--- src/rtl/compare_round_ctrl.sv ---
// -----------------------------------------------------------------------------
// compare_round_ctrl
//
// Round sequencer for the pattern-compare datapath. Each round it loads a
// pseudo-random target pattern from a free-running LFSR, enables the
// comparator while the round is live, waits for the player to hold a matching
// pattern for MATCH_HOLD consecutive cycles, and keeps score / round count.
// In advance mode a per-round countdown runs and a timeout loses the game.
// In practice mode the countdown is frozen and rounds wrap forever.
//
// Ports:
//   clk          in   1      system clock, all logic on posedge
//   reset        in   1      synchronous, active-high
//   start        in   1      level; rising edge detected internally
//   advance      in   1      advance-mode switch
//   practicle    in   1      practice-mode switch
//   player_input in   WIDTH  player switch pattern
//   target       out  WIDTH  current round pattern to comparator
//   cmp_en       out  1      comparator enable, high only in PLAY/HOLD
//   time_left    out  6      remaining countdown ticks
//   score        out  4      rounds cleared, saturates at 15
//   round_num    out  4      current round, 1-based; 0 in IDLE
//   state_out    out  3      FSM state encoding (debug / checker hook)
//   win          out  1      high in WIN
//   lose         out  1      high in LOSE
//
// There is no valid/ready handshake on this block: all inputs are sampled
// levels and all outputs are registered state or direct decodes of it.
// -----------------------------------------------------------------------------
module compare_round_ctrl #(
    parameter int              WIDTH      = 10,
    parameter int              TICK_DIV   = 50000000,
    parameter int              ROUND_TIME = 30,
    parameter int              MAX_ROUNDS = 9,
    parameter int              MATCH_HOLD = 4,
    parameter logic [WIDTH-1:0] LFSR_SEED = 10'h2A5
) (
    input  logic             clk,
    input  logic             reset,
    input  logic             start,
    input  logic             advance,
    input  logic             practicle,
    input  logic [WIDTH-1:0] player_input,
    output logic [WIDTH-1:0] target,
    output logic             cmp_en,
    output logic [5:0]       time_left,
    output logic [3:0]       score,
    output logic [3:0]       round_num,
    output logic [2:0]       state_out,
    output logic             win,
    output logic             lose
);

    localparam int PRE_W = (TICK_DIV > 1) ? $clog2(TICK_DIV) : 1;

    typedef enum logic [2:0] {
        S_IDLE = 3'd0,
        S_LOAD = 3'd1,
        S_PLAY = 3'd2,
        S_HOLD = 3'd3,
        S_WIN  = 3'd4,
        S_LOSE = 3'd5
    } state_t;

    state_t             state, state_nx;
    logic               start_q;
    logic               mode_adv, mode_adv_nx;
    logic [WIDTH-1:0]   lfsr, lfsr_nx;
    logic [WIDTH-1:0]   target_r, target_nx;
    logic [5:0]         time_r, time_nx;
    logic [3:0]         score_r, score_nx;
    logic [3:0]         round_r, round_nx;
    logic [PRE_W-1:0]   pre_r, pre_nx;
    logic [3:0]         hold_r, hold_nx;

    logic               start_edge;
    logic               mode_valid;
    logic               match;
    logic               round_clear;

    assign start_edge = start & ~start_q;
    assign mode_valid = advance | practicle;
    assign match      = (player_input == target_r);

    // Fibonacci LFSR, x^10 + x^7 + 1: feedback from bits 9 and 6.
    assign lfsr_nx = {lfsr[WIDTH-2:0], lfsr[WIDTH-1] ^ lfsr[6]};

    // -------------------------------------------------------------------------
    // State and datapath registers
    // -------------------------------------------------------------------------
    always_ff @(posedge clk) begin
        if (reset) begin
            state    <= S_IDLE;
            start_q  <= 1'b0;
            mode_adv <= 1'b0;
            lfsr     <= LFSR_SEED;
            target_r <= '0;
            time_r   <= 6'(ROUND_TIME);
            score_r  <= 4'd0;
            round_r  <= 4'd0;
            pre_r    <= '0;
            hold_r   <= 4'd0;
        end else begin
            state    <= state_nx;
            start_q  <= start;
            mode_adv <= mode_adv_nx;
            lfsr     <= lfsr_nx;
            target_r <= target_nx;
            time_r   <= time_nx;
            score_r  <= score_nx;
            round_r  <= round_nx;
            pre_r    <= pre_nx;
            hold_r   <= hold_nx;
        end
    end

    // -------------------------------------------------------------------------
    // Next-state and datapath update
    // -------------------------------------------------------------------------
    always_comb begin
        state_nx    = state;
        mode_adv_nx = mode_adv;
        target_nx   = target_r;
        time_nx     = time_r;
        score_nx    = score_r;
        round_nx    = round_r;
        pre_nx      = pre_r;
        hold_nx     = hold_r;
        round_clear = 1'b0;

        case (state)
            S_IDLE: begin
                if (start_edge && mode_valid) begin
                    state_nx    = S_LOAD;
                    mode_adv_nx = advance;
                    round_nx    = 4'd1;
                    score_nx    = 4'd0;
                end
            end

            S_LOAD: begin
                // Flip the LSB if the fresh pattern already matches the
                // switches, so no round starts pre-cleared.
                if (lfsr == player_input) begin
                    target_nx = lfsr ^ WIDTH'(1);
                end else begin
                    target_nx = lfsr;
                end
                time_nx  = 6'(ROUND_TIME);
                pre_nx   = '0;
                hold_nx  = 4'd0;
                state_nx = S_PLAY;
            end

            S_PLAY, S_HOLD: begin
                if (match) begin
                    if (state == S_PLAY) begin
                        if (MATCH_HOLD == 1) begin
                            round_clear = 1'b1;
                        end else begin
                            hold_nx  = 4'd1;
                            state_nx = S_HOLD;
                        end
                    end else if ((hold_r + 4'd1) == 4'(MATCH_HOLD)) begin
                        round_clear = 1'b1;
                    end else begin
                        hold_nx = hold_r + 4'd1;
                    end
                end else if (state == S_HOLD) begin
                    hold_nx  = 4'd0;
                    state_nx = S_PLAY;
                end

                if (round_clear) begin
                    // Clearing takes priority over a coincident final tick:
                    // the countdown is left untouched this cycle.
                    hold_nx  = 4'd0;
                    score_nx = (score_r == 4'd15) ? 4'd15 : score_r + 4'd1;
                    if (mode_adv && (round_r == 4'(MAX_ROUNDS))) begin
                        state_nx = S_WIN;
                    end else begin
                        state_nx = S_LOAD;
                        if (!mode_adv && (round_r == 4'(MAX_ROUNDS))) begin
                            round_nx = 4'd1;
                        end else begin
                            round_nx = round_r + 4'd1;
                        end
                    end
                end else if (mode_adv) begin
                    if (pre_r == PRE_W'(TICK_DIV - 1)) begin
                        pre_nx  = '0;
                        time_nx = time_r - 6'd1;
                        if (time_r == 6'd1) begin
                            state_nx = S_LOSE;
                        end
                    end else begin
                        pre_nx = pre_r + PRE_W'(1);
                    end
                end
            end

            S_WIN, S_LOSE: begin
                if (start_edge) begin
                    state_nx    = S_LOAD;
                    mode_adv_nx = advance;
                    round_nx    = 4'd1;
                    score_nx    = 4'd0;
                end
            end

            default: begin
                state_nx = S_IDLE;
            end
        endcase

        // Both mode switches off abandons whatever is in progress.
        if ((state != S_IDLE) && !mode_valid) begin
            state_nx = S_IDLE;
            round_nx = 4'd0;
        end
    end

    // -------------------------------------------------------------------------
    // Outputs
    // -------------------------------------------------------------------------
    assign target    = target_r;
    assign cmp_en    = (state == S_PLAY) || (state == S_HOLD);
    assign time_left = time_r;
    assign score     = score_r;
    assign round_num = round_r;
    assign state_out = state;
    assign win       = (state == S_WIN);
    assign lose      = (state == S_LOSE);

endmodule

--- config.mk ---
export PLATFORM = sky130hd
export DESIGN_NAME = compare_round_ctrl
export DESIGN_NICKNAME = d
export VERILOG_FILES = /design/src/rtl/compare_round_ctrl.sv
export SDC_FILE = /design/constraint.sdc
export NUM_CORES = 1
export LEC_CHECK = 0
export ABC_AREA = 0
export CORE_ASPECT_RATIO = 0.75
export CORE_MARGIN = 5
export CORE_UTILIZATION = 30
export CTS_BUF_LIST = sky130_fd_sc_hd__clkbuf_8
export CTS_CLUSTER_DIAMETER = 80
export DETAILED_ROUTE_END_ITERATION = 12
export GPL_TIMING_DRIVEN = 0
export PLACE_DENSITY = 0.57
export SLEW_MARGIN = 30
export SYNTH_ARGS = -nofsm -noshare
export SYNTH_HDL_FRONTEND = slang
export SYNTH_SLANG_ARGS = --single-unit
--- constraint.sdc ---
create_clock -name clk -period 2.2 [get_ports clk]
set_clock_uncertainty 0.2 [all_clocks]
set_input_delay 0.33 -clock clk [delete_from_list [all_inputs] [get_ports clk]]
set_output_delay 0.33 -clock clk [all_outputs]
set_load 0.02 [all_outputs]
Word-level counts from Yosys, hierarchy flattened --
Cells that the tools add are included.
Storage, ports and cells: bits in registers 69, latch bits 0, bits in writable memories 0, bits in read-only memories 0, input bits 15, output and inout bits 30, word-level logic and storage cells 107, memories kept 0
Cells by class: add/sub/neg operators 5, multiply operators 0, divide/modulo/power cells 0, order comparisons 0, equality and inequality tests 21, shift-type cells 0, multiplexer cells 44, bitwise operators 5, reduce and logical (&&, ||, !) cells 22
Operator list (count):
- two-way mux 26 bit | 3
- two-way mux 4 bit | 14
- one-hot mux 26 bit (2 select lines) | 1
- two-way mux 3 bit | 10
- adder 26 x 1 -> 26 bit (second input constant) | 1
- == test 26 bit (second input constant) | 1
- one-hot mux 4 bit (3 select lines) | 2
- == test 10 bit | 2
- two-way mux 6 bit | 3
- inequality test 2 bit (second input constant) | 7
- adder 4 x 1 -> 4 bit (second input constant) | 3
- one-hot mux 3 bit (4 select lines) | 1
- one-hot mux 6 bit (2 select lines) | 1
- AND reduction 3 bit | 3
- == test 4 bit (second input constant) | 2
- one-hot mux 4 bit (2 select lines) | 1
- AND reduction 4 bit | 2
- two-way mux 1 bit | 7
- == test 3 x 2 -> 1 bit (second input constant) | 2
- == test 3 bit (second input constant) | 2
- == test 6 x 1 -> 1 bit (second input constant) | 1
- nonzero test 3 bit | 2
- OR reduction 2 bit | 3
- subtractor 6 x 1 -> 6 bit (second input constant) | 1
- other kinds (16) | 22

Logic depth before layout (Yosys ltp) --
Gate-level depths: netlist of run 1.
depth after elaboration 8, gate-level depth with buffers 9, depth with buffers taken out 8

Least setup slack after synthesis of run 1 --
OpenSTA, ideal clock, no wires.
kind register to register, from register hold_r[0], to register pre_r[9], library setup time 0.087 ns, arrival time 1.953 ns, data required time 1.913 ns, setup slack -0.040 ns, stages on the path, launching flop included 10, buffers on the path 2, clock period less this slack 2.240 ns, cells stage by stage dfxtp_1 ha_1 or3b_1 buf_2 nor2_1 nand4_1 a21oi_1 buf_2 o21ai_0 o31ai_1
Between the ends: cells in the longest elaborated chain, start to end 8
RTL lines:
- start, declared | line 74 | logic [3:0] hold_r, hold_nx;
- start signal, assigned | line 113 | hold_r <= hold_nx;
- adder 4 x 1 -> 4 bit | line 164 | end else if ((hold_r + 4'd1) == 4'(MATCH_HOLD)) begin
- == test 4 x 3 -> 1 bit | line 164
- two-way mux 1 bit | line 164
- two-way mux 1 bit | line 157 | if (state == S_PLAY) begin
- two-way mux 1 bit | line 156 | if (match) begin
- two-way mux 1 bit | line 131 | case (state)
- inequality test 2 bit (no source line)
- AND reduction 3 bit (no source line)
- end signal, assigned | line 112 | pre_r <= pre_nx;
- end, declared | line 73 | logic [PRE_W-1:0] pre_r, pre_nx;
No other way between the ends. The select of a mux whose other input is x is not followed. A chain may end at the register's enable or synchronous reset.

Worst setup path in the final report of run 1 --
from register target_r[1] (netlist: target[1]), to register score_r[3] (netlist: score[3])
Between the ends: cells in the longest elaborated chain, start to end 5
RTL lines:
- start, declared | line 69 | logic [WIDTH-1:0] target_r, target_nx;
- start signal, assigned | line 108 | target_r <= target_nx;
- == test 10 bit | line 83 | assign match = (player_input == target_r);
- two-way mux 1 bit | line 156
- two-way mux 1 bit | line 131
- inequality test 2 bit (no source line)
- AND reduction 4 bit (no source line)
- end signal, assigned | line 110 | score_r <= score_nx;
- end, declared | line 71 | logic [3:0] score_r, score_nx;
No other way between the ends. The select of a mux whose other input is x is not followed.

==> key figures, run 1 <==
Die
  • Effective utilization at floorplan: 30.5%
  • Floorplan die area: 0.0140 mm²
  • Die width: 135 µm
  • Cell Rows: 34
  • Count of pins on the block boundary: 45
  • Die H: 104 µm
  • Core area: 0.0116 mm²

Yosys
  • Most used flip-flop cell after synthesis: dfxtp_1
  • Number of different library cells in the post-synthesis netlist: 56
  • Post-synth net total: 431
  • Share of the yosys chip area belonging to registers: 39.2%
  • Flop and latch count out of synthesis: 69
  • YS warnings: 0
  • FFs w/ async S/R, synth: 0%
  • Commonest cells in the netlist: dfxtp_1 (69), nor2_1 (48), o21ai_0 (27)
  • Largest cells by area after synthesis: dfxtp_1 (39%), nor2_1 (5.1%), xor2_1 (5.0%)
  • Post-Synthesis Cells: 409
  • Leading cell type by number of instances after synthesis: dfxtp_1
  • Cell accounting for the most synthesized area: dfxtp_1
  • Post-synth EDFFs: 0
  • Synth Cell Area: 0.00353 mm²
  • Share of Yosys cell area claimed by the top area cell type: 39.2%
  • Synth Area per Inst: 8.62 µm²

CTS
  • Clock tree root buffer cell: clkbuf_8
  • Clk Latency, worst-skew pair: 350 ps
  • TritonCTS Sinks: 69
  • Number of hold-repair buffers added at the cts stage: 0
  • Max clock buf depth: 2
  • Clock slew at reported path FFs: 70 ps
  • Deepest level of the CTS H-tree: 3
  • Cts bufs inserted: 9
  • Clock tree from TritonCTS: done

Global route
  • Global route total overflow: 0
  • Largest net degree at the start of global routing: 12
  • Vias in the first global route: 3258
  • Wire length of the first global-routing pass: 16.6 mm
  • Global Route Usage Sum: 14.6%
  • Number of antenna violations at the first check in global routing: 0

Timing
  • Total negative slack for setup checks: 0 ps
  • Setup Viol. Count Final: 0
  • Max-slew violations: 0
  • Upper clock frequency limit: 460 MHz
  • RSZ-0062 raised after global routing: yes
  • Final worst slack: 26.2 ps
  • Actual transition at the worst max-transition pin: 736 ps
  • Share of the clock period used by the worst path: 98.8%
  • Minimum clock period after layout: 2170 ps
  • Max-slew headroom at the worst pin: 50.8%
  • Number of hold-slack violations in the final timing report: 0

Critical path
  • Cell repeated most along the worst path: buf_6
  • Data required time at the worst endpoint: 2230 ps
  • WP buf/inv: 2
  • Critical-path top delay cell: dfxtp_4
  • Maximum fanout along the worst path: 5
  • CP Launch Type: flip-flop
  • Class of the most critical setup path: flip-flop to flip-flop
  • Crit. End Element: flip-flop
  • Cells traversed along the worst timing path: xor2_4, nor4_4, and3_1, buf_6, and4_4, buf_6, nor3b_4, a211oi_2
  • Crit path arrival time: 2210 ps
  • Crit path max-delay family: simple AND/OR/NAND/NOR gates
  • Delay of the slowest cell on the worst path: 370 ps

Status
  • Outcome: finished clean

Power
  • Ratio of total power to cell area: 672 mW/mm²
  • Power Total: 3.35 mW
  • Sequential share of power: 42.5%
  • Switching power total: 1.06 mW
  • Portion of total power attributed to the clock network: 32.0%
  • Int Pwr: 2.29 mW
  • Combinational share of power: 25.5%
  • Switching power share of the total: 31.8%
  • Worst vdd rail ir drop: 414 µV
  • Reported leakage power: 1.82 nW

Finish
  • Layout Nets: 509
  • Layout cell share with drive strength beyond 1: 27.1%
  • Number of fillers in the final layout: 1168
  • Antenna Diode Count: 0
  • Final standard cell utilization of the core: 43.1%
  • Relative area change from synthesis to final layout: 41.6%

Detailed routing
  • Number of antenna-violating nets in the routed design: 0
  • Detail-routed net length per standard cell: 15.5 µm
  • Total wire length: 10.2 mm
  • Total via count in the routed design: 3362
  • Drc violations: 0
  • Drt pass-1 iters: 4
  • Iteration-0 DRC Markers: 187
  • Via/cell ratio: 5.15

Placed design
  • Detailed Place HPWL: 7.14 mm
  • Port Buf Inserts: 43
  • Final weighted congestion of routability-driven global placement: 0.813
  • Worst setup timing slack at the placement stage: -770 ps

Worst hold path
  • Hold/Removal Path Class: flip-flop to flip-flop

Job
  • MaxCap Viol Count: 0
[placed cells by master, fill, tap and decap left out, types with 4 or more instances in the layout]
cell              n
dfxtp_2          11
nand4_1          16
clkbuf_8         15
clkdlybuf4s50_1  32
o31ai_1           5
nor2_1           44
o21ai_0          17
xor2_2            6
a21oi_1          13
inv_1             7
xnor2_1          15
o21ai_1          10
nor4_4            5
dlygate4sd2_1     8
nor2b_1          11
dfxtp_1          55
ha_1              5
buf_4            19
o22a_1            4
nand3_1          12
nand2_1          22
xor2_1           13
mux2i_1          10
nor3_1           15
and3_1            9
buf_6            10
or2_2             7
nand2b_1          4
or3_1             4
[stage by stage]
stage / hold slack (ps) / cell area (µm²) / cells
after floorplan: 227 / 3540 / 409
after global placement: 249 / 4170 / 614
after detailed placement: 256 / 4170 / 614
after CTS: 270 / 4690 / 644
after global routing: 290 / 4990 / 653
final: 267 / 4990 / 653
[sequential cells by signal, summed over array words and instances (netlist names)]
name,flops
score,4
mode_adv,1
hold_r,4
time_left,6
target,10
round_num,4
lfsr,10
state_out,3
pre_r,26
start_q,1
[power groups by stage]
stage | Clock (mW) | Combinational (mW) | Sequential, mW
3_5_place_dp | 0 | 0.709 | 1.44
6_report | 1.07 | 0.855 | 1.42
4_1_cts | 1.10 | 0.798 | 1.42
2_1_floorplan | 0 | 0.389 | 1.48
5_1_grt | 1.15 | 0.924 | 1.44
3_3_place_gp | 0 | 0.702 | 1.44
[kinds of logic after synthesis]
| family | synth area share, % |
|---|---|
| XOR/XNOR | 8.69 |
| flip-flops | 39.2 |
| buffers and inverters | 3.90 |
| multiplexers | 2.84 |
| adder cells (fa/ha/maj) | 2.48 |
| AND/OR/NAND/NOR | 29.5 |
| AO/OA/AOI/OAI | 13.4 |
[worst reg2reg max path, delay by kind of cell, from the launching register on]
family | cells | cell delay [ps]
AO/OA/AOI/OAI | 1 | 80
buffers and inverters | 2 | 230
flip-flops | 1 | 370
XOR/XNOR | 1 | 200
AND/OR/NAND/NOR | 4 | 970
[final timing paths]
path                               start  slack (ps)  depth (start not counted)               endpoint
hold reg to reg       lfsr[0]$_SDFF_PP1_         270                          1     lfsr[1]$_SDFF_PP0_
setup / recovery  target[1]$_SDFFE_PP0P_          30                          8  score[3]$_SDFFE_PP0P_
hold / removal        lfsr[0]$_SDFF_PP1_         270                          1     lfsr[1]$_SDFF_PP0_
setup reg to reg  target[1]$_SDFFE_PP0P_          30                          8  score[3]$_SDFFE_PP0P_
[routing by layer]
layer | track usage (%) | wire length [µm] | share of wire (%) | vias up
met2 | 20.5 | 4360 | 43 | 82
met1 | 21.6 | 5090 | 50 | 1624
li1 | - | - | - | 1643
met4 | 3.96 | 142 | 1.4 | 0
met5 | 0 | 0 | 0 | -
met3 | 4.26 | 556 | 5.5 | 13
[cell type report]
cell class	instances	area (µm²)	area share, %
sequential	69	1410	28.2
clock buffer	11	151	3.03
inverter	7	26.3	0.526
buffer	15	146	2.93
tap	162	203	4.06
timing repair buffer	69	656	13.1
clock inverter	4	47.5	0.953
multi-input combinational	316	2350	47.2
[repair_timing]
| item | 4_1_cts | 5_1_grt |
|---|---|---|
| cloned | 2 | 1 |
| setup endpoints to repair | 52 | 44 |
| pin swaps | 12 | 28 |
| resized for setup | 60 | 66 |
| hold endpoints to repair | 0 | 0 |
| setup buffers | 14 | 10 |
No activity file was read; power rests on OpenSTA's default activity.
==> run 2: changes to the inputs <==
--- a/config.mk
+++ b/config.mk
@@ -8,12 +8,12 @@
 export ABC_AREA = 0
 export CORE_ASPECT_RATIO = 0.75
 export CORE_MARGIN = 5
-export CORE_UTILIZATION = 30
+export CORE_UTILIZATION = 45
 export CTS_BUF_LIST = sky130_fd_sc_hd__clkbuf_8
 export CTS_CLUSTER_DIAMETER = 80
 export DETAILED_ROUTE_END_ITERATION = 12
 export GPL_TIMING_DRIVEN = 0
-export PLACE_DENSITY = 0.57
+export PLACE_DENSITY = 0.77
 export SLEW_MARGIN = 30
 export SYNTH_ARGS = -nofsm -noshare
 export SYNTH_HDL_FRONTEND = slang
==> constraint.sdc (replaced) <==
create_clock -name clk -period 1.85 [get_ports clk]
set_clock_uncertainty 0.2 [all_clocks]
set_input_delay 0.2775 -clock clk [delete_from_list [all_inputs] [get_ports clk]]
set_output_delay 0.2775 -clock clk [all_outputs]
set_load 0.02 [all_outputs]
==> run 2 against run 1 <==
  * The run now ends with negative setup slack left
  * Maximum frequency decreased by 2.0%
  * Sequential cell count unchanged
  * Cell area up 8.4%
  * Critical path type unchanged
  * Hold slack improved by 6.3 ps
  * Clock-buffer cell count decreased by 2
==> key figures, run 2 (synthesis results as in run 1) <==
Critical path
  • Worst flop-to-flop path startpoint: target[7]$_SDFFE_PP0P_ (was target[1]$_SDFFE_PP0P_)
  • CP Launch Type: flip-flop (unchanged)
  • Crit. End Element: flip-flop (unchanged)
  • Data required time at the worst endpoint: 1870 ps (was 2230 ps)
  • Crit path arrival time: 2230 ps (was 2210 ps)
  • Class of the most critical setup path: flip-flop to flip-flop (unchanged)
  • Minimum setup slack among reg-to-reg paths: -370 ps (was 30 ps)
  • Worst Reg-to-Reg Cells: 9 (was 8)
  • Maximum fanout along the worst path: 5 (unchanged)
  • Reg-to-reg endpoint: time_left[2]$_SDFFE_PP1P_ (was score[3]$_SDFFE_PP0P_)

Placed design
  • Detailed Place HPWL: 6.80 mm (was 7.14 mm)
  • Port Buf Inserts: 43 (unchanged)
  • Final weighted congestion of routability-driven global placement: 0.929 (was 0.813)
  • Placed Instances: 557 (was 614)
  • Dpl cell area: 0.00419 mm² (was 0.00417 mm²)

Die
  • Die H: 86.7 µm (was 104 µm)
  • Core area: 0.00778 mm² (was 0.0116 mm²)
  • Effective utilization at floorplan: 45.3% (was 30.5%)
  • Count of pins on the block boundary: 45 (unchanged)
  • Floorplan die area: 0.00972 mm² (was 0.0140 mm²)
  • Cell Rows: 28 (was 34)
  • Die width: 112 µm (was 135 µm)

Detailed routing
  • Iteration-0 DRC Markers: 392 (was 187)
  • Drc violations: 0 (unchanged)
  • Drt pass-1 iters: 7 (was 4)
  • Detail-routed net length per standard cell: 19.4 µm (was 15.5 µm)
  • Via/cell ratio: 6.15 (was 5.15)
  • Total wire length: 12.2 mm (was 10.2 mm)
  • Total via count in the routed design: 3866 (was 3362)
  • Number of antenna-violating nets in the routed design: 0 (unchanged)

Power
  • Power Total: 4.47 mW (was 3.35 mW)
  • Reported leakage power: 2.21 nW (was 1.82 nW)
  • Worst vdd rail ir drop: 551 µV (was 414 µV)
  • Ratio of total power to cell area: 827 mW/mm² (was 672 mW/mm²)

Timing
  • Number of hold-slack violations in the final timing report: 0 (unchanged)
  • Max-slew headroom at the worst pin: 49.7% (was 50.8%)
  • Actual transition at the worst max-transition pin: 752 ps (was 736 ps)
  • Final worst slack: -369 ps (was 26.2 ps)
  • Setup Viol. Count Final: 47 (was 0)
  • Total negative slack for setup checks: -9980 ps (was 0 ps)
  • Minimum clock period after layout: 2220 ps (was 2170 ps)
  • Upper clock frequency limit: 451 MHz (was 460 MHz)
  • Max-slew violations: 0 (unchanged)
  • RSZ-0062 raised after global routing: yes (unchanged)
  • Share of the clock period used by the worst path: 120% (was 98.8%)

CTS
  • Clk Latency, worst-skew pair: 360 ps (was 350 ps)
  • Max clock buf depth: 2 (unchanged)
  • Clock tree root buffer cell: clkbuf_8 (unchanged)
  • Clock tree from TritonCTS: done (unchanged)
  • Clock slew at reported path FFs: 80 ps (was 70 ps)
  • Cts bufs inserted: 9 (unchanged)
  • Deepest level of the CTS H-tree: 3 (unchanged)
  • TritonCTS Sinks: 69 (unchanged)
  • Number of hold-repair buffers added at the cts stage: 0 (unchanged)

Finish
  • Register bank with the most flops: pre_r (unchanged)
  • Relative area change from synthesis to final layout: 53.4% (was 41.6%)
  • Most frequent standard cell in the layout excluding fill and tap cells: buf_4 (was dfxtp_1)
  • Top library cells by usage in the layout, fill and taps aside: buf_4 (50), dfxtp_1 (42), nor2_1 (39) (was dfxtp_1 (55), nor2_1 (44), clkdlybuf4s50_1 (32))
  • Antenna Diode Count: 0 (unchanged)
  • Flip-flop count of the largest register after layout: 26 (unchanged)
  • Post-route non-filler standard cell count: 629 (was 653)
  • Number of fillers in the final layout: 530 (was 1168)
  • Layout cell share with drive strength beyond 1: 38.9% (was 27.1%)
  • Post-route cell area: 0.00541 mm² (was 0.00499 mm²)
  • Layout Nets: 541 (was 509)
  • Final standard cell utilization of the core: 69.6% (was 43.1%)

Global route
  • Wire length of the first global-routing pass: 18.0 mm (was 16.6 mm)
  • Vias in the first global route: 3636 (was 3258)
  • Largest net degree at the start of global routing: 14 (was 12)
  • Global Route Usage Sum: 23.0% (was 14.6%)
  • Number of antenna violations at the first check in global routing: 0 (unchanged)
  • Global route total overflow: 0 (unchanged)

Worst hold path
  • Cell depth of the worst min-delay path: 1 (unchanged)
  • Hold/Removal Path Class: flip-flop to flip-flop (unchanged)
  • Hold endpoint: pre_r[15]$_SDFFE_PP0P_ (was lfsr[1]$_SDFF_PP0_)
  • Startpoint of the worst hold path: pre_r[15]$_SDFFE_PP0P_ (was lfsr[0]$_SDFF_PP1_)

Status
  • Violations in the final reports: negative setup slack
  • Outcome: finished, violations left (was finished clean)

Job
  • MaxCap Viol Count: 0 (unchanged)
==> run 2: changes by cell type in the layout (fill, tap and decap cells not counted), moves of 9 or more <==
cell             change
dfxtp_1             -13
dlygate4sd2_1       +16
clkdlybuf4s50_1     -25
buf_4               +31
o21ai_0             -11
dfxtp_4              +9
o21ai_1             +10
==> run 2: metal layers <==
metal  global-route usage, %  vias to the layer above  wire, µm
met5                       0                        -         0
met3                    5.37                       71      1030
met1                    29.1                     1856      4870
li1                        -                     1702         -
met4                    10.0                        0       553
met2                    38.0                      237      5770
==> run 2: how the worst max path moves through the flow <==
stage	start	endpoint	slack (ps)
2_1_floorplan	target[0]$_SDFFE_PP0P_	score[2]$_SDFFE_PP0P_	-220
3_5_place_dp	player_input[1]	pre_r[9]$_SDFFE_PP0P_	-900
4_1_cts	target[7]$_SDFFE_PP0P_	score[3]$_SDFFE_PP0P_	-260
5_1_grt	pre_r[16]$_SDFFE_PP0P_	time_left[2]$_SDFFE_PP1P_	-450
6_report	target[7]$_SDFFE_PP0P_	time_left[2]$_SDFFE_PP1P_	-370
3_3_place_gp	player_input[2]	pre_r[14]$_SDFFE_PP0P_	-820
==> run 2: metrics by stage <==
| step | worst slack [ps] | hold slack (ps) |
|---|---|---|
| global route | -446 | 294 |
| finish | -369 | 273 |
| detailed placement | -898 | 255 |
| global placement | -818 | 255 |
| CTS | -257 | 273 |
| floorplan | -217 | 206 |
==> run 2: final cells by class <==
cell class	instances	area, µm²	area share, %
multi-input combinational	316	2510	46.3
sequential	69	1450	26.7
timing repair buffer	101	891	16.5
buffer	15	174	3.21
tap	105	131	2.43
clock buffer	9	124	2.29
clock inverter	7	98.8	1.83
inverter	7	40.0	0.740
==> run 2: what timing repair did <==
action,4_1_cts,5_1_grt
gates resized for setup,163,39
gates cloned,3,0
pin swaps,38,16
setup buffers,36,19
endpoints found under the setup margin,71,68
==> run 2: critical path, stage by stage, from the launching register on <==
cell and delay, ps:
dfxtp_2 350, xor2_2 190, nor4_4 340, buf_4 160
nand4_1 120, buf_6 180, buf_6 110, nand4_1 100
xor2_1 230, nand2_1 90
==> run 2: where the power goes <==
part           internal (mW)  leakage, nW  switching, mW
logic                  0.627         1.52          0.719
registers               1.59        0.578          0.129
clock network          0.765        0.110          0.641
total                   2.98         2.21           1.49
==> run 3: changes to the inputs <==
--- a/config.mk
+++ b/config.mk
@@ -13,6 +13,7 @@
 export CTS_CLUSTER_DIAMETER = 80
 export DETAILED_ROUTE_END_ITERATION = 12
 export GPL_TIMING_DRIVEN = 0
+export HOLD_SLACK_MARGIN = 0.15
 export PLACE_DENSITY = 0.77
 export SLEW_MARGIN = 30
 export SYNTH_ARGS = -nofsm -noshare
==> constraint.sdc (replaced) <==
create_clock -name clk -period 1.85 [get_ports clk]
set_clock_uncertainty 0.2 [all_clocks]
set_input_delay 0.2775 -clock clk [delete_from_list [all_inputs] [get_ports clk]]
set_output_delay 0.2775 -clock clk [all_outputs]
set_load 0.005 [all_outputs]
==> run 3 against run 2 <==
  * The flow still finishes with violations (negative setup slack)
  * Via count shrank 7.5%
  * Non-clock buffer count is 22 lower
  * Cell count fell by 3.5%
  * Clock power fell by 7%
  * Clock-buffer cell count unchanged
  * Critical path depth shrank 1
  * Cell area is 6.6% lower
  * Hold slack got worse by 100 ps
  * Critical endpoint is now score[3]$_SDFFE_PP0P_
==> key figures, run 3 (synthesis results as in run 1) <==
Finish
  • Most frequent standard cell in the layout excluding fill and tap cells: nor2_1 (was buf_4)
  • Post-route cell area: 0.00505 mm² (was 0.00541 mm²)
  • Post-route non-filler standard cell count: 607 (was 629)
  • Layout cell share with drive strength beyond 1: 34.3% (was 38.9%)
  • Final standard cell utilization of the core: 65.0% (was 69.6%)
  • Relative area change from synthesis to final layout: 43.3% (was 53.4%)
  • Layout Nets: 519 (was 541)
  • Register bank with the most flops: pre_r (unchanged)
  • Top library cells by usage in the layout, fill and taps aside: nor2_1 (44), dfxtp_1 (36), buf_4 (31) (was buf_4 (50), dfxtp_1 (42), nor2_1 (39))
  • Antenna Diode Count: 0 (unchanged)
  • Flip-flop count of the largest register after layout: 26 (unchanged)

CTS
  • Clock tree from TritonCTS: done (unchanged)
  • Clock tree root buffer cell: clkbuf_8 (unchanged)
  • Clk Latency, worst-skew pair: 370 ps (was 360 ps)
  • Cts bufs inserted: 9 (unchanged)
  • TritonCTS Sinks: 69 (unchanged)
  • Clock slew at reported path FFs: 90 ps (was 80 ps)
  • Number of hold-repair buffers added at the cts stage: 0 (unchanged)
  • Deepest level of the CTS H-tree: 3 (unchanged)
  • Max clock buf depth: 2 (unchanged)

Die
  • Floorplan die area: 0.00972 mm² (unchanged)
  • Count of pins on the block boundary: 45 (unchanged)
  • Die H: 86.7 µm (unchanged)
  • Effective utilization at floorplan: 45.3% (unchanged)
  • Cell Rows: 28 (unchanged)
  • Core area: 0.00778 mm² (unchanged)
  • Die width: 112 µm (unchanged)

Global route
  • Global route total overflow: 0 (unchanged)
  • Global Route Usage Sum: 21.3% (was 23.0%)
  • Number of antenna violations at the first check in global routing: 0 (unchanged)
  • Wire length of the first global-routing pass: 16.9 mm (was 18.0 mm)
  • Vias in the first global route: 3426 (was 3636)
  • Largest net degree at the start of global routing: 15 (was 14)

Timing
  • Upper clock frequency limit: 449 MHz (was 451 MHz)
  • Minimum clock period after layout: 2230 ps (was 2220 ps)
  • RSZ-0062 raised after global routing: yes (unchanged)
  • Max-slew headroom at the worst pin: 52.5% (was 49.7%)
  • Total negative slack for setup checks: -12330 ps (was -9980 ps)
  • Setup Viol. Count Final: 48 (was 47)
  • Number of hold-slack violations in the final timing report: 0 (unchanged)
  • Actual transition at the worst max-transition pin: 710 ps (was 752 ps)
  • Max-slew violations: 0 (unchanged)
  • Final worst slack: -376 ps (was -369 ps)
  • Share of the clock period used by the worst path: 120% (about the same)

Critical path
  • Critical-path top delay cell: dfxtp_2 (unchanged)
  • Delay of the slowest cell on the worst path: 350 ps (about the same)
  • Cell repeated most along the worst path: buf_6
  • Data required time at the worst endpoint: 1900 ps (was 1870 ps)
  • Cells traversed along the worst timing path: xor2_2, nor4_4, and3_1, buf_6, and4_4, buf_6, nor3b_4, a211oi_2 (was xor2_2, nor4_4, buf_4, nand4_1, buf_6, buf_6, nand4_1, xor2_1, nand2_1)
  • Maximum fanout along the worst path: 5 (unchanged)
  • Reg-to-reg endpoint: score[3]$_SDFFE_PP0P_ (was time_left[2]$_SDFFE_PP1P_)
  • Crit path arrival time: 2280 ps (was 2230 ps)
  • CP Launch Type: flip-flop (unchanged)
  • CP startpoint: target[1]$_SDFFE_PP0P_ (was target[7]$_SDFFE_PP0P_)
  • WP buf/inv: 2 (was 3)
  • Crit path max-delay family: simple AND/OR/NAND/NOR gates (unchanged)
  • Worst Reg-to-Reg Cells: 8 (was 9)
  • Minimum setup slack among reg-to-reg paths: -380 ps (was -370 ps)
  • Worst flop-to-flop path startpoint: target[1]$_SDFFE_PP0P_ (was target[7]$_SDFFE_PP0P_)
  • Destination of the critical timing path: score[3]$_SDFFE_PP0P_ (was time_left[2]$_SDFFE_PP1P_)
  • Number of cells on the critical path: 8 (was 9)
  • Class of the most critical setup path: flip-flop to flip-flop (unchanged)
  • Crit. End Element: flip-flop (unchanged)

Placed design
  • Worst setup timing slack at the placement stage: -884 ps (was -898 ps)
  • Placed Instances: 557 (unchanged)
  • Final weighted congestion of routability-driven global placement: 0.919 (was 0.929)
  • Port Buf Inserts: 43 (unchanged)
  • Detailed Place HPWL: 6.62 mm (was 6.80 mm)
  • Dpl cell area: 0.00416 mm² (was 0.00419 mm²)

Power
  • Switching power total: 1.34 mW (was 1.49 mW)
  • Reported leakage power: 1.88 nW (was 2.21 nW)
  • Ratio of total power to cell area: 817 mW/mm² (was 827 mW/mm²)
  • Sequential share of power: 41.5% (was 38.4%)
  • Combinational share of power: 26.9% (was 30.1%)
  • Worst vdd rail ir drop: 644 µV (was 551 µV)
  • Switching power share of the total: 32.6% (was 33.3%)
  • Int Pwr: 2.78 mW (was 2.98 mW)
  • Portion of total power attributed to the clock network: 31.7% (was 31.5%)

Detailed routing
  • Total wire length: 10.9 mm (was 12.2 mm)
  • Number of antenna-violating nets in the routed design: 0 (unchanged)
  • Iteration-0 DRC Markers: 349 (was 392)
  • Via/cell ratio: 5.89 (was 6.15)
  • Drc violations: 0 (unchanged)
  • Drt pass-1 iters: 5 (was 7)
  • Detail-routed net length per standard cell: 18.0 µm (was 19.4 µm)
  • Total via count in the routed design: 3576 (was 3866)

Worst hold path
  • Hold/Removal Path Class: input pin to flip-flop (was flip-flop to flip-flop)

Job
  • MaxCap Viol Count: 0 (unchanged)

Status
  • Outcome: finished, violations left (unchanged)
  • Violations in the final reports: negative setup slack (unchanged)
==> run 3: cell types whose count changed in the layout (fill, tap and decap cells not counted), moves of 4 or more <==
cell             delta
dfxtp_1             -6
clkdlybuf4s50_1    +22
dfxtp_2            +13
buf_2               +4
o21ai_0             +5
nor2_1              +5
dlygate4sd2_1      -16
dfxtp_4             -7
nor2_2              -4
buf_4              -19
buf_6              -10
dlymetal6s2s_1      -6
==> run 3: metal layers <==
layer | share of wire (%) | global-route usage, % | vias up
met5 | 0 | 0 | -
met4 | 2.5 | 6.99 | 0
met3 | 8.0 | 4.75 | 32
met2 | 46 | 33.2 | 176
met1 | 44 | 29.4 | 1713
li1 | - | - | 1655
==> run 3: power by group through the flow <==
stage	sequential (mW)	combinational, mW	clock (mW)
floorplan	1.70	0.479	0
global placement	1.71	0.760	0
detailed placement	1.71	0.778	0
CTS	1.70	1.00	1.30
global route	1.73	1.19	1.38
finish	1.71	1.11	1.31
==> run 3: worst min-delay path: cells and delay by family <==
family / cells / cell delay [ps]
compound gates: 1 / 80
buf+inv: 2 / 210
mux: 1 / 120
==> run 3: final cells by class <==
cell class	count	area, µm²
plain buffers	16	178
inverters	7	31.3
well taps	105	131
flip-flops and latches	69	1440
fillers	589	2720
multi-input cells	316	2390
clock inverters	7	80.1
repair buffers	78	688
clock buffers	9	124
==> run 3: how the worst min path moves through the flow <==
stage / from / endpoint / slack, ps / cells past startpoint
4_1_cts: pre_r[15]$_SDFFE_PP0P_ / pre_r[15]$_SDFFE_PP0P_ / 280 / 1
3_3_place_gp: pre_r[15]$_SDFFE_PP0P_ / pre_r[15]$_SDFFE_PP0P_ / 250 / 1
6_report: player_input[0] / target[0]$_SDFFE_PP0P_ / 170 / 4
3_5_place_dp: pre_r[15]$_SDFFE_PP0P_ / pre_r[15]$_SDFFE_PP0P_ / 260 / 1
5_1_grt: player_input[0] / target[0]$_SDFFE_PP0P_ / 210 / 4
2_1_floorplan: start / start_q$_SDFF_PP0_ / 210 / 1
==> run 3: stage by stage <==
stage	power, mW	hold WS [ps]
finish	4.13	171
global route	4.30	211
CTS	3.99	282
detailed placement	2.49	264
global placement	2.47	254
floorplan	2.18	206
==> run 3: timing repair <==
| item | in CTS | in global routing |
|---|---|---|
| hold endpoints to repair | 0 | 0 |
| endpoints found under the setup margin | 58 | 60 |
| gates cloned | 3 | 0 |
| setup buffers | 27 | 5 |
| pin swaps | 20 | 7 |
| gates resized for setup | 102 | 41 |
